[config.mk]
export PLATFORM = sky130hd
export DESIGN_NAME = router_pkt_reg
export DESIGN_NICKNAME = d
export VERILOG_FILES = /design/src/rtl/router_pkt_reg.sv
export SDC_FILE = /design/constraint.sdc
export NUM_CORES = 1
export LEC_CHECK = 0
export ABC_AREA = 0
export BUFFER_PORTS_ARGS = -buffer_cell sky130_fd_sc_hd__buf_2
export CORE_MARGIN = 5
export CORE_UTILIZATION = 63
export CTS_CLUSTER_SIZE = 14
export DETAILED_ROUTE_END_ITERATION = 10
export PLACE_DENSITY = 0.84
export SYNTH_ARGS = -nofsm -noshare
export SYNTH_HDL_FRONTEND = slang
export SYNTH_SLANG_ARGS = --single-unit
[constraint.sdc]
create_clock -name clock -period 2.55 [get_ports clock]
set_input_delay 0.255 -clock clock [delete_from_list [all_inputs] [get_ports clock]]
set_output_delay 0.255 -clock clock [all_outputs]
set_load 0.005 [all_outputs]
[src/rtl/router_pkt_reg.sv]
// Packet register stage: header/length tracking FSM, running parity check and a
// small circular holding buffer that forwards every accepted byte in order.
module router_pkt_reg #(
    parameter int DW          = 8,
    parameter int HOLD_DEPTH  = 4,
    parameter int PARITY_MODE = 0,
    parameter int LEN_CHECK   = 1
) (
    input  logic          clock,
    input  logic          reset,
    input  logic          in_valid,
    input  logic [DW-1:0] in_data,
    input  logic          in_last,
    output logic          in_ready,
    output logic          out_valid,
    output logic [DW-1:0] out_data,
    output logic          out_last,
    input  logic          out_ready,
    output logic [1:0]    dest,
    output logic          dest_valid,
    output logic          parity_done,
    output logic          err,
    output logic          len_err
);
    localparam int AW = (HOLD_DEPTH > 1) ? $clog2(HOLD_DEPTH) : 1;
    localparam int CW = DW - 2;
    localparam logic [AW:0]   CNT_ONE = (AW+1)'(1);
    localparam logic [AW:0]   CNT_FULL = (AW+1)'(HOLD_DEPTH);
    localparam logic [AW-1:0] PTR_ONE = AW'(1);
    localparam logic [CW-1:0] LEN_ONE = CW'(1);

    typedef enum logic [1:0] {S_HDR, S_PAY, S_PAR, S_DISCARD} state_t;

    state_t        r_state, w_state_next;
    logic [DW-1:0] r_acc;
    logic [CW-1:0] r_cnt, r_len;
    logic [1:0]    r_dest;
    logic          r_dest_valid, r_parity_done, r_err, r_len_err;

    logic [DW:0]   r_mem [HOLD_DEPTH];
    logic [AW-1:0] r_wr_ptr, r_rd_ptr;
    logic [AW:0]   r_count, w_count_next;
    logic          r_in_ready;

    logic          w_accept, w_pop;
    logic          w_hdr, w_runt, w_pay, w_par, w_len_set, w_push, w_push_last;
    logic [DW-1:0] w_acc_upd;
    logic [CW-1:0] w_hdr_len, w_cnt_inc;

    assign w_accept  = in_valid & r_in_ready;
    assign w_pop     = (r_count != '0) & out_ready;
    assign w_hdr_len = in_data[DW-1:2];
    assign w_cnt_inc = r_cnt + LEN_ONE;
    assign w_acc_upd = (PARITY_MODE == 1) ? (r_acc + in_data) : (r_acc ^ in_data);

    always_comb begin
        w_state_next = r_state;
        w_hdr        = 1'b0;
        w_runt       = 1'b0;
        w_pay        = 1'b0;
        w_par        = 1'b0;
        w_len_set    = 1'b0;
        w_push       = 1'b0;
        w_push_last  = 1'b0;
        if (w_accept) begin
            case (r_state)
                S_HDR: begin
                    w_hdr       = 1'b1;
                    w_push      = 1'b1;
                    w_push_last = in_last;
                    if (in_last)
                        w_runt = 1'b1;
                    else if (LEN_CHECK == 1 && w_hdr_len == '0)
                        w_state_next = S_PAR;
                    else
                        w_state_next = S_PAY;
                end
                S_PAY: begin
                    w_push = 1'b1;
                    if (in_last) begin
                        w_par        = 1'b1;
                        w_push_last  = 1'b1;
                        w_len_set    = (LEN_CHECK == 1) && (r_cnt != r_len);
                        w_state_next = S_HDR;
                    end else begin
                        w_pay = 1'b1;
                        if (LEN_CHECK == 1 && w_cnt_inc == r_len)
                            w_state_next = S_PAR;
                    end
                end
                S_PAR: begin
                    w_push       = 1'b1;
                    w_push_last  = 1'b1;
                    w_par        = 1'b1;
                    w_len_set    = !in_last;
                    w_state_next = in_last ? S_HDR : S_DISCARD;
                end
                default: begin
                    if (in_last)
                        w_state_next = S_HDR;
                end
            endcase
        end
    end

    // Header and parity can never be accepted in the same cycle, so the
    // sticky-flag updates below are mutually exclusive.
    always_ff @(posedge clock) begin
        if (reset) begin
            r_state       <= S_HDR;
            r_acc         <= '0;
            r_cnt         <= '0;
            r_len         <= '0;
            r_dest        <= '0;
            r_dest_valid  <= 1'b0;
            r_parity_done <= 1'b0;
            r_err         <= 1'b0;
            r_len_err     <= 1'b0;
        end else begin
            r_state <= w_state_next;
            if (w_hdr) begin
                r_dest        <= in_data[1:0];
                r_len         <= w_hdr_len;
                r_acc         <= in_data;
                r_cnt         <= '0;
                r_parity_done <= w_runt;
                r_err         <= w_runt;
                r_len_err     <= w_runt;
                r_dest_valid  <= !w_runt;
            end
            if (w_pay) begin
                r_acc <= w_acc_upd;
                r_cnt <= w_cnt_inc;
            end
            if (w_par) begin
                r_parity_done <= 1'b1;
                r_err         <= (in_data != r_acc);
                r_dest_valid  <= 1'b0;
            end
            if (w_len_set)
                r_len_err <= 1'b1;
        end
    end

    always_comb begin
        w_count_next = r_count;
        if (w_push && !w_pop)
            w_count_next = r_count + CNT_ONE;
        else if (!w_push && w_pop)
            w_count_next = r_count - CNT_ONE;
    end

    always_ff @(posedge clock) begin
        if (w_push)
            r_mem[r_wr_ptr] <= {w_push_last, in_data};
    end

    always_ff @(posedge clock) begin
        if (reset) begin
            r_wr_ptr   <= '0;
            r_rd_ptr   <= '0;
            r_count    <= '0;
            r_in_ready <= 1'b0;
        end else begin
            if (w_push)
                r_wr_ptr <= r_wr_ptr + PTR_ONE;
            if (w_pop)
                r_rd_ptr <= r_rd_ptr + PTR_ONE;
            r_count    <= w_count_next;
            r_in_ready <= (w_count_next != CNT_FULL);
        end
    end

    assign in_ready    = r_in_ready;
    assign out_valid   = (r_count != '0);
    assign {out_last, out_data} = r_mem[r_rd_ptr];
    assign dest        = r_dest;
    assign dest_valid  = r_dest_valid;
    assign parity_done = r_parity_done;
    assign err         = r_err;
    assign len_err     = r_len_err;
endmodule

## Word-level counts from Yosys, hierarchy flattened

Memory sizes are Yosys's and may differ from the RTL's. A register that Yosys moved wholly into a read port is not among the register bits.
Index checks and enable logic that the tools add are counted.

| storage, ports and cells | value |
|---|---|
| memories kept | 1 |
| logic and storage cells | 84 |
| RAM bits | 36 |
| input bits | 13 |
| flip-flop bits (word level) | 36 |

Memory list:

| memory | depth | width | read ports | clocked after Yosys merged registers in | wr ports | RTL line | source |
|---|---|---|---|---|---|---|---|
| r_mem | 4 | 9 | 1 | 1 | 1 | 40 | `logic [DW:0] r_mem [HOLD_DEPTH];` |

| operators by class | value |
|---|---|
| equal/unequal tests | 8 |
| add/sub/neg operators | 5 |
| muxes and demuxes | 38 |
| bitwise operators | 3 |
| reductions and logical operators | 16 |

Operators with widths:

| kind | count |
|---|---|
| $mux W1 | 20 |
| $mux W2 | 8 |
| $mux W8 | 2 |
| $mux W6 | 2 |
| $ne A8 B8 Y1 | 1 |
| $xor A8 B8 Y8 | 1 |
| $add A6 B1 Y6 const B | 1 |
| $eq A6 B6 Y1 | 1 |
| $logic_not A6 Y1 | 1 |
| $mux W3 | 2 |
| $ne A3 B3 Y1 const B | 2 |
| $ne A6 B6 Y1 | 1 |
| $pmux W2 S3 | 1 |
| $reduce_bool A2 Y1 | 3 |
| $add A2 B1 Y2 const B | 2 |
| $logic_not A1 Y1 | 4 |
| $pmux W1 S2 | 2 |
| $reduce_and A4 Y1 | 1 |
| $reduce_bool A4 Y1 | 1 |
| $add A3 B1 Y3 const B | 1 |
| $pmux W1 S3 | 1 |
| $reduce_bool A3 Y1 | 1 |
| $reduce_or A3 Y1 | 1 |
| $sub A3 B1 Y3 const B | 1 |
| other kinds (7) | 9 |

## Longest topological paths before layout

Gate-level depths: netlist of the first run.

| depth | value |
|---|---|
| word-level depth | 9 |
| mapped depth | 8 |

## Least setup slack after synthesis of the first run

Ideal clock, no wire load.

| timing path | value |
|---|---|
| kind | flip-flop to flip-flop |
| start | register r_state[0] |
| end | register r_state[0] |
| path slack | 0.795 ns |
| buffers on the path | 0 |
| data required time | 2.430 ns |
| data arrival time | 1.635 ns |
| period minus slack after synthesis | 1.755 ns |
| cell stages (with the launch flop) | 7 |
| cells stage by stage | dfxtp_1 inv_1 ha_1 a211o_1 nand4b_1 o32a_1 mux2i_1 |

| on the way | value |
|---|---|
| word-level cells in the longest chain between the ends | 3 |

Ends and longest elaborated chain:

| what | RTL line | source |
|---|---|---|
| start, declared | 34 | `state_t r_state, w_state_next;` |
| start signal, assigned | 120 | `r_state <= w_state_next;` |
| $eq A2 B1 Y1 (tied with other cells) | 66 | `case (r_state)` |
| $ne A3 B3 Y1 (no line) (tied with other cells) | n/a |  |
| $reduce_and A4 Y1 (no line) | n/a |  |

Several ways; a longest one is shown, not always the timed one.
A chain may end at the register's enable or synchronous reset.

==> results of run 1 <==
==> power by group through the flow <==
stage	Combinational (mW)	Clock (mW)	Sequential [mW]
2_1_floorplan	0.687	0	1.53
3_3_place_gp	0.858	0	1.59
3_5_place_dp	0.881	0	1.60
4_1_cts	0.887	0.859	1.57
5_1_grt	0.985	0.915	1.59
6_report	0.880	0.845	1.57
==> how the worst min path moves through the flow <==
| stage | from | end | cells after the start |
|---|---|---|---|
| after floorplan | in_data[0] | r_mem[0][0]$_DFFE_PP_ | 0 |
| after global placement | dest[1]$_SDFFE_PP0P_ | dest[1]$_SDFFE_PP0P_ | 2 |
| after detailed placement | dest[0]$_SDFFE_PP0P_ | dest[0]$_SDFFE_PP0P_ | 2 |
| after CTS | in_data[0] | r_mem[1][0]$_DFFE_PP_ | 1 |
| after global routing | in_data[0] | r_mem[1][0]$_DFFE_PP_ | 1 |
| final | in_data[0] | r_mem[1][0]$_DFFE_PP_ | 1 |
==> logic make-up (layout without fill, tap and decap cells) <==
kind of cell,after synthesis,count (layout)
DFF,74,74
muxes,13,13
and+or+nand+nor,105,105
buffers and inverters,24,55
AOI/OAI and AO/OA,58,58
adders and majority gates,12,12
xor gates and xnor gates,21,21
==> metrics by stage <==
stage | power (mW) | setup slack [ns] | util | cell area, sq um | hold slack, ns
4_1_cts | 3.32 | 0.456 | 0.723 | 3720 | 0.214
3_5_place_dp | 2.48 | 0.600 | 0.687 | 3530 | 0.447
6_report | 3.29 | 0.502 | 0.723 | 3720 | 0.217
2_1_floorplan | 2.22 | 0.795 | - | 3370 | 0.354
5_1_grt | 3.49 | 0.324 | 0.723 | 3720 | 0.209
3_3_place_gp | 2.44 | 0.610 | 0.687 | 3530 | 0.441
==> metal layers <==
metal	part of all wire	wire (um)
met5	0	0
met4	0.015	101
met2	0.49	3200
met1	0.44	2870
met3	0.054	355
==> sequential cells by signal, indices dropped and copies added (netlist names), 2 cells and up, named ones only <==
signal / count
dest: 2
r_count: 3
r_acc: 8
r_rd_ptr: 2
r_wr_ptr: 2
r_mem: 36
r_state: 2
r_cnt: 6
r_len: 6
==> synthesized netlist by cell type, drive strengths merged, types with 4 or more instances <==
cell / instances
buf: 8
o22ai: 8
clkbuf: 6
o21ai: 6
xor2: 5
nor2: 23
mux4: 9
ha: 12
xnor2: 16
inv: 10
and2: 6
edfxtp: 36
dfxtp: 38
a21oi: 29
or3: 5
nor3: 12
nand2: 41
nand3: 4
==> cell type report <==
cell class | instances | area, sq um
timing repair buffer | 29 | 145
sequential | 74 | 1840
clock inverter | 6 | 48.8
clock buffer | 10 | 138
inverter | 10 | 37.5
tap | 70 | 87.6
fill | 371 | 1420
multi-input combinational | 209 | 1420
==> results.yml, run 1 <==
cts:
  cts_setup_buffers: 0
  hold_buffers: 0
  cts_resized: 0
  htree_levels: 3
  clk_latency_ns: 0.35
  cts_buffer_depth: 2
  numCtsBuffers: 9
  cts_tree: "built"
  cts_root_buf: "clkbuf_8"
  clkTransAtPathRegs_ns: 0.08
  cts_sinks: 74
setup_path:
  crit_fanout: 9
  ff2ff_setup_slack_ns: 0.58
  worstPathRequired_ns: 2.30
  crit_family: "flip-flops"
  cp_slowest_cell: "dfxtp_1"
  crit_chain: "mux4_2 > buf_2"
  reg2reg_to: "in_ready$_SDFF_PP0_"
  critPathMaxStageDelay_ns: 0.71
  critPathBufInv: 1
  cp.arrival_ns: 1.79
  setup.worst_path.start_class: "flop"
  worstSetupPathDepth: 2
  reg2regPathDepth: 6
  setup.worst_path.class: "reg2out"
  crit_end: "out_last"
  r2r-start: "r_state[0]$_SDFFE_PP0P_"
  endpoint_kind: "output port"
route:
  vias: 2370
  first_iter_violations: 128
  wl_per_cell_um: 16.0
  drc: 0
  firstDrtPassIters: 4
  wirelength_um: 6520
  vias_per_cell: 5.81
  ant_nets: 0
logic_synthesis:
  synth_compound_area_frac: 0.104
  netlist_area_sq_mm: 0.00337
  async_flop_share: 0
  synthSimpleGateAreaFrac: 0.146
  synthFlopType: "dfxtp_1"
  synth_cell_types: 45
  avgSynthCellArea_sq_um: 11.0
  ys_seq_elements: 74
  yosysSeqAreaShare: 0.547
  synth_fa_ha_area_frac: 0.0446
  yosys.area.top_type: "edfxtp_1"
  synth_top_family_by_area: "simple AND/OR/NAND/NOR gates"
  synthCells: 307
  syn-num-nets: 332
  synth_mux_area_frac: 0.0725
  synth_xor_xnor_area_share: 0.0546
  synth_edf_count: 36
  yosys_warnings: 0
  yosys-top-cells-area: "edfxtp_1 (32%), dfxtp_1 (23%), mux4_2 (6.0%), ha_1 (4.5%), nand2_1 (4.5%)"
  synth_top_area_share: 0.321
timing:
  finalHoldViolCount: 0
  min_period_over_period: 0.803
  setup_viol: 0
  clock.fmax_mhz: 488
  setup_tns_ns: 0
  slew_viol_final: 0
  tightest_slew_ns: 0.785
  post-route-min-period_ns: 2.05
  rsz0062_at_grt: "no"
  slew_headroom: 0.471
  finClkSkew_ns: 0.00932
global_route:
  antenna_found_initial: 0
  grt.overflow.total: 0
  first_global_vias: 2275
  grt_use_met3: 0.0446
  grt_start_max_net_pins: 37
  top_usage_layer: "met2"
  grt_use_total: 0.200
  met2_usage: 0.327
  grt_util_met1: 0.256
  grt_pass1_wl_um: 11000
pwr:
  p_int_mw: 2.22
  pwr-share-comb: 0.267
  power.density_mw_per_mm2: 885
  clkPwrFrac: 0.257
  vdd_drop_max_mv: 0.481
  p_seq_frac: 0.476
  swShare: 0.326
  p_leak_nw: 1.35
  p_switching_mw: 1.07
die:
  core_sq_mm: 0.00514
  start_util: 0.655
  rows: 26
  die_area_sq_mm: 0.00690
  ios: 30
  die_y_um: 83.1
  die_width_um: 83.1
place:
  dpl.cell_count: 392
  gp_congestion: 0.860
  dpl.hpwl_um: 4630
  numPortBuffers: 29
finish:
  syn_to_final_growth_pct: 10.5
  layout_commonest_cell: "nand2_1"
  instances_no_fill: 408
  final_cell_mix: "nand2_1 (40), dfxtp_1 (38), edfxtp_1 (36)"
  drive_gt1_frac: 0.172
  antenna_cells: 0
  final_nets: 358
flow_run:
  maxCapViolCount: 0
outcome:
  status: "finished clean"
min_path:
  hold_class: "in2reg"
Power figures use the tool's default switching activity.
==> run 2: changes to the inputs <==
--- a/config.mk
+++ b/config.mk
@@ -8,10 +8,10 @@
 export ABC_AREA = 0
 export BUFFER_PORTS_ARGS = -buffer_cell sky130_fd_sc_hd__buf_2
 export CORE_MARGIN = 5
-export CORE_UTILIZATION = 63
+export CORE_UTILIZATION = 59
 export CTS_CLUSTER_SIZE = 14
 export DETAILED_ROUTE_END_ITERATION = 10
-export PLACE_DENSITY = 0.84
+export PLACE_DENSITY = 0.79
 export SYNTH_ARGS = -nofsm -noshare
 export SYNTH_HDL_FRONTEND = slang
 export SYNTH_SLANG_ARGS = --single-unit
==> constraint.sdc (replaced) <==
create_clock -name clock -period 2 [get_ports clock]
set_input_delay 0.2 -clock clock [delete_from_list [all_inputs] [get_ports clock]]
set_output_delay 0.2 -clock clock [all_outputs]
set_load 0.005 [all_outputs]
==> results.yml, run 2 (synthesized netlist as in run 1, its figures left out) <==
timing:
  min_period_over_period: 0.954
  slew_headroom: 0.556
  worst_slack_ns: 0.0919
  post-route-min-period_ns: 1.91
  finClkSkew_ns: 0.00903
  clock.fmax_mhz: 524
  finalHoldViolCount: 0
  slew_viol_final: 0
  rsz0062_at_grt: "no"
  tightest_slew_ns: 0.667
  setup_viol: 0
  setup_tns_ns: 0
die:
  start_util: 0.607
  die_width_um: 85.5
  ios: 30
  rows: 27
  die_y_um: 85.5
  die_area_sq_mm: 0.00732
  core_sq_mm: 0.00554
cts:
  cts_tree: "built"
  hold_buffers: 0
  cts_setup_buffers: 0
  clkTransAtPathRegs_ns: 0.08
  cts_sinks: 74
  cts_root_buf: "clkbuf_8"
  cts_buffer_depth: 2
  clk_latency_ns: 0.35
  numCtsBuffers: 9
  htree_levels: 3
route:
  ant_nets: 0
  drc: 0
  vias_per_cell: 5.69
  wl_per_cell_um: 15.6
  first_iter_violations: 158
  firstDrtPassIters: 4
  wirelength_um: 6500
  vias: 2377
place:
  dpl.hpwl_um: 4580
  gp_congestion: 0.883
  dpl.cell_count: 402
  pre_cts_slack_ns: 0.114
  numPortBuffers: 29
setup_path:
  setup.worst_path.start_class: "flop"
  ff2ff_setup_slack_ns: 0.09
  r2r-start: "r_state[0]$_SDFFE_PP0P_"
  critPathMaxStageDelay_ns: 0.39
  crit_chain: "inv_1 > ha_1 > a211o_1 > nand4b_1 > o32a_1 > mux2i_1"
  worstPathRequired_ns: 2.24
  critPathBufInv: 1
  crit_fanout: 8
  setup.worst_path.class: "reg2reg"
  reg2reg_to: "r_state[0]$_SDFFE_PP0P_"
  cp.arrival_ns: 2.15
  reg2regPathDepth: 6
  cp_slowest_cell: "dfxtp_1"
  endpoint_kind: "flop"
  crit_family: "compound AO/OA/AOI/OAI gates"
global_route:
  grt_start_max_net_pins: 37
  grt_pass1_wl_um: 10900
  antenna_found_initial: 0
  first_global_vias: 2315
  top_usage_layer: "met2"
  grt.overflow.total: 0
  grt_util_met1: 0.261
  grt_use_met3: 0.0336
  grt_use_total: 0.191
  met2_usage: 0.299
finish:
  fillers: 424
  largestRegisters: "r_mem x36, r_acc x8"
  multiInputGateArea_sq_mm: 0.00142
  final_cell_mix: "nand2_1 (40), dfxtp_1 (38), edfxtp_1 (36)"
  largest-register: "r_mem"
  largest_reg_flops: 36
  final_nets: 366
  final_util: 0.682
  instances_no_fill: 418
  layout_commonest_cell: "nand2_1"
  syn_to_final_growth_pct: 12.3
  antenna_cells: 0
  seqCellArea_sq_mm: 0.00184
  drive_gt1_frac: 0.191
min_path:
  hp-start: "in_data[1]"
  hold_class: "in2reg"
  worstHoldEndpoint: "r_mem[0][1]$_DFFE_PP_"
  min_delay_path_depth: 1
pwr:
  power.density_mw_per_mm2: 1130
  vdd_drop_max_mv: 0.701
  p_leak_nw: 1.39
  finalPower_mw: 4.26
flow_run:
  maxCapViolCount: 0
outcome:
  status: "finished clean"
-- run 2: cell count changes in the layout (fill, tap and decap cells not counted), sizes merged --
cell,delta
buf,+8
-- run 2: report_power, final --
group / switching, mW / leakage (nW) / internal (mW) / total (mW)
logic: 0.661 / 0.665 / 0.577 / 1.24
clock network: 0.567 / 0.0855 / 0.494 / 1.06
registers: 0.147 / 0.639 / 1.81 / 1.96
total: 1.38 / 1.39 / 2.88 / 4.26
-- run 2: worst max path at each step --
stage | from | endpoint | slack (ns) | cells past startpoint
floorplan | r_state[0]$_SDFFE_PP0P_ | r_state[0]$_SDFFE_PP0P_ | 0.25 | 6
global placement | r_state[0]$_SDFFE_PP0P_ | r_state[0]$_SDFFE_PP0P_ | 0.17 | 6
detailed placement | r_state[0]$_SDFFE_PP0P_ | r_state[0]$_SDFFE_PP0P_ | 0.11 | 6
CTS | r_state[0]$_SDFFE_PP0P_ | r_state[0]$_SDFFE_PP0P_ | 0.10 | 6
global route | r_state[1]$_SDFFE_PP0P_ | r_acc[0]$_SDFFE_PP0P_ | 0.01 | 6
finish | r_state[0]$_SDFFE_PP0P_ | r_state[0]$_SDFFE_PP0P_ | 0.09 | 6
-- run 2: cell type report --
class                      instances  share of cell area
clock buffer                      10              0.0364
clock inverter                     6              0.0129
inverter                          10             0.00993
multi-input combinational        209               0.376
sequential                        74               0.487
tap                               72              0.0238
timing repair buffer              37              0.0543
-- run 2: metrics by stage --
stage	instance area, sq um	hold WS (ns)
6_report	3780	0.160
2_1_floorplan	3370	0.299
5_1_grt	3780	0.155
3_3_place_gp	3590	0.441
3_5_place_dp	3590	0.459
4_1_cts	3780	0.152
-- run 2: timing repair --
item                                    in CTS  in global routing
gates resized for setup                      0                  2
endpoints found under the setup margin       0                  6
endpoints found under the hold margin        0                  0
-- run 2: metal layers --
metal,part of all wire,routed length [um]
met5,0,0
met4,0.018,115
met3,0.058,376
met2,0.46,3000
met1,0.46,3010
-- run 2: worst register-to-register path, cell delays in order (launching register included) --
cell and delay (ns):
dfxtp_1 0.39, inv_1 0.09, ha_1 0.29, a211o_1 0.33
nand4b_1 0.18, o32a_1 0.39, mux2i_1 0.13
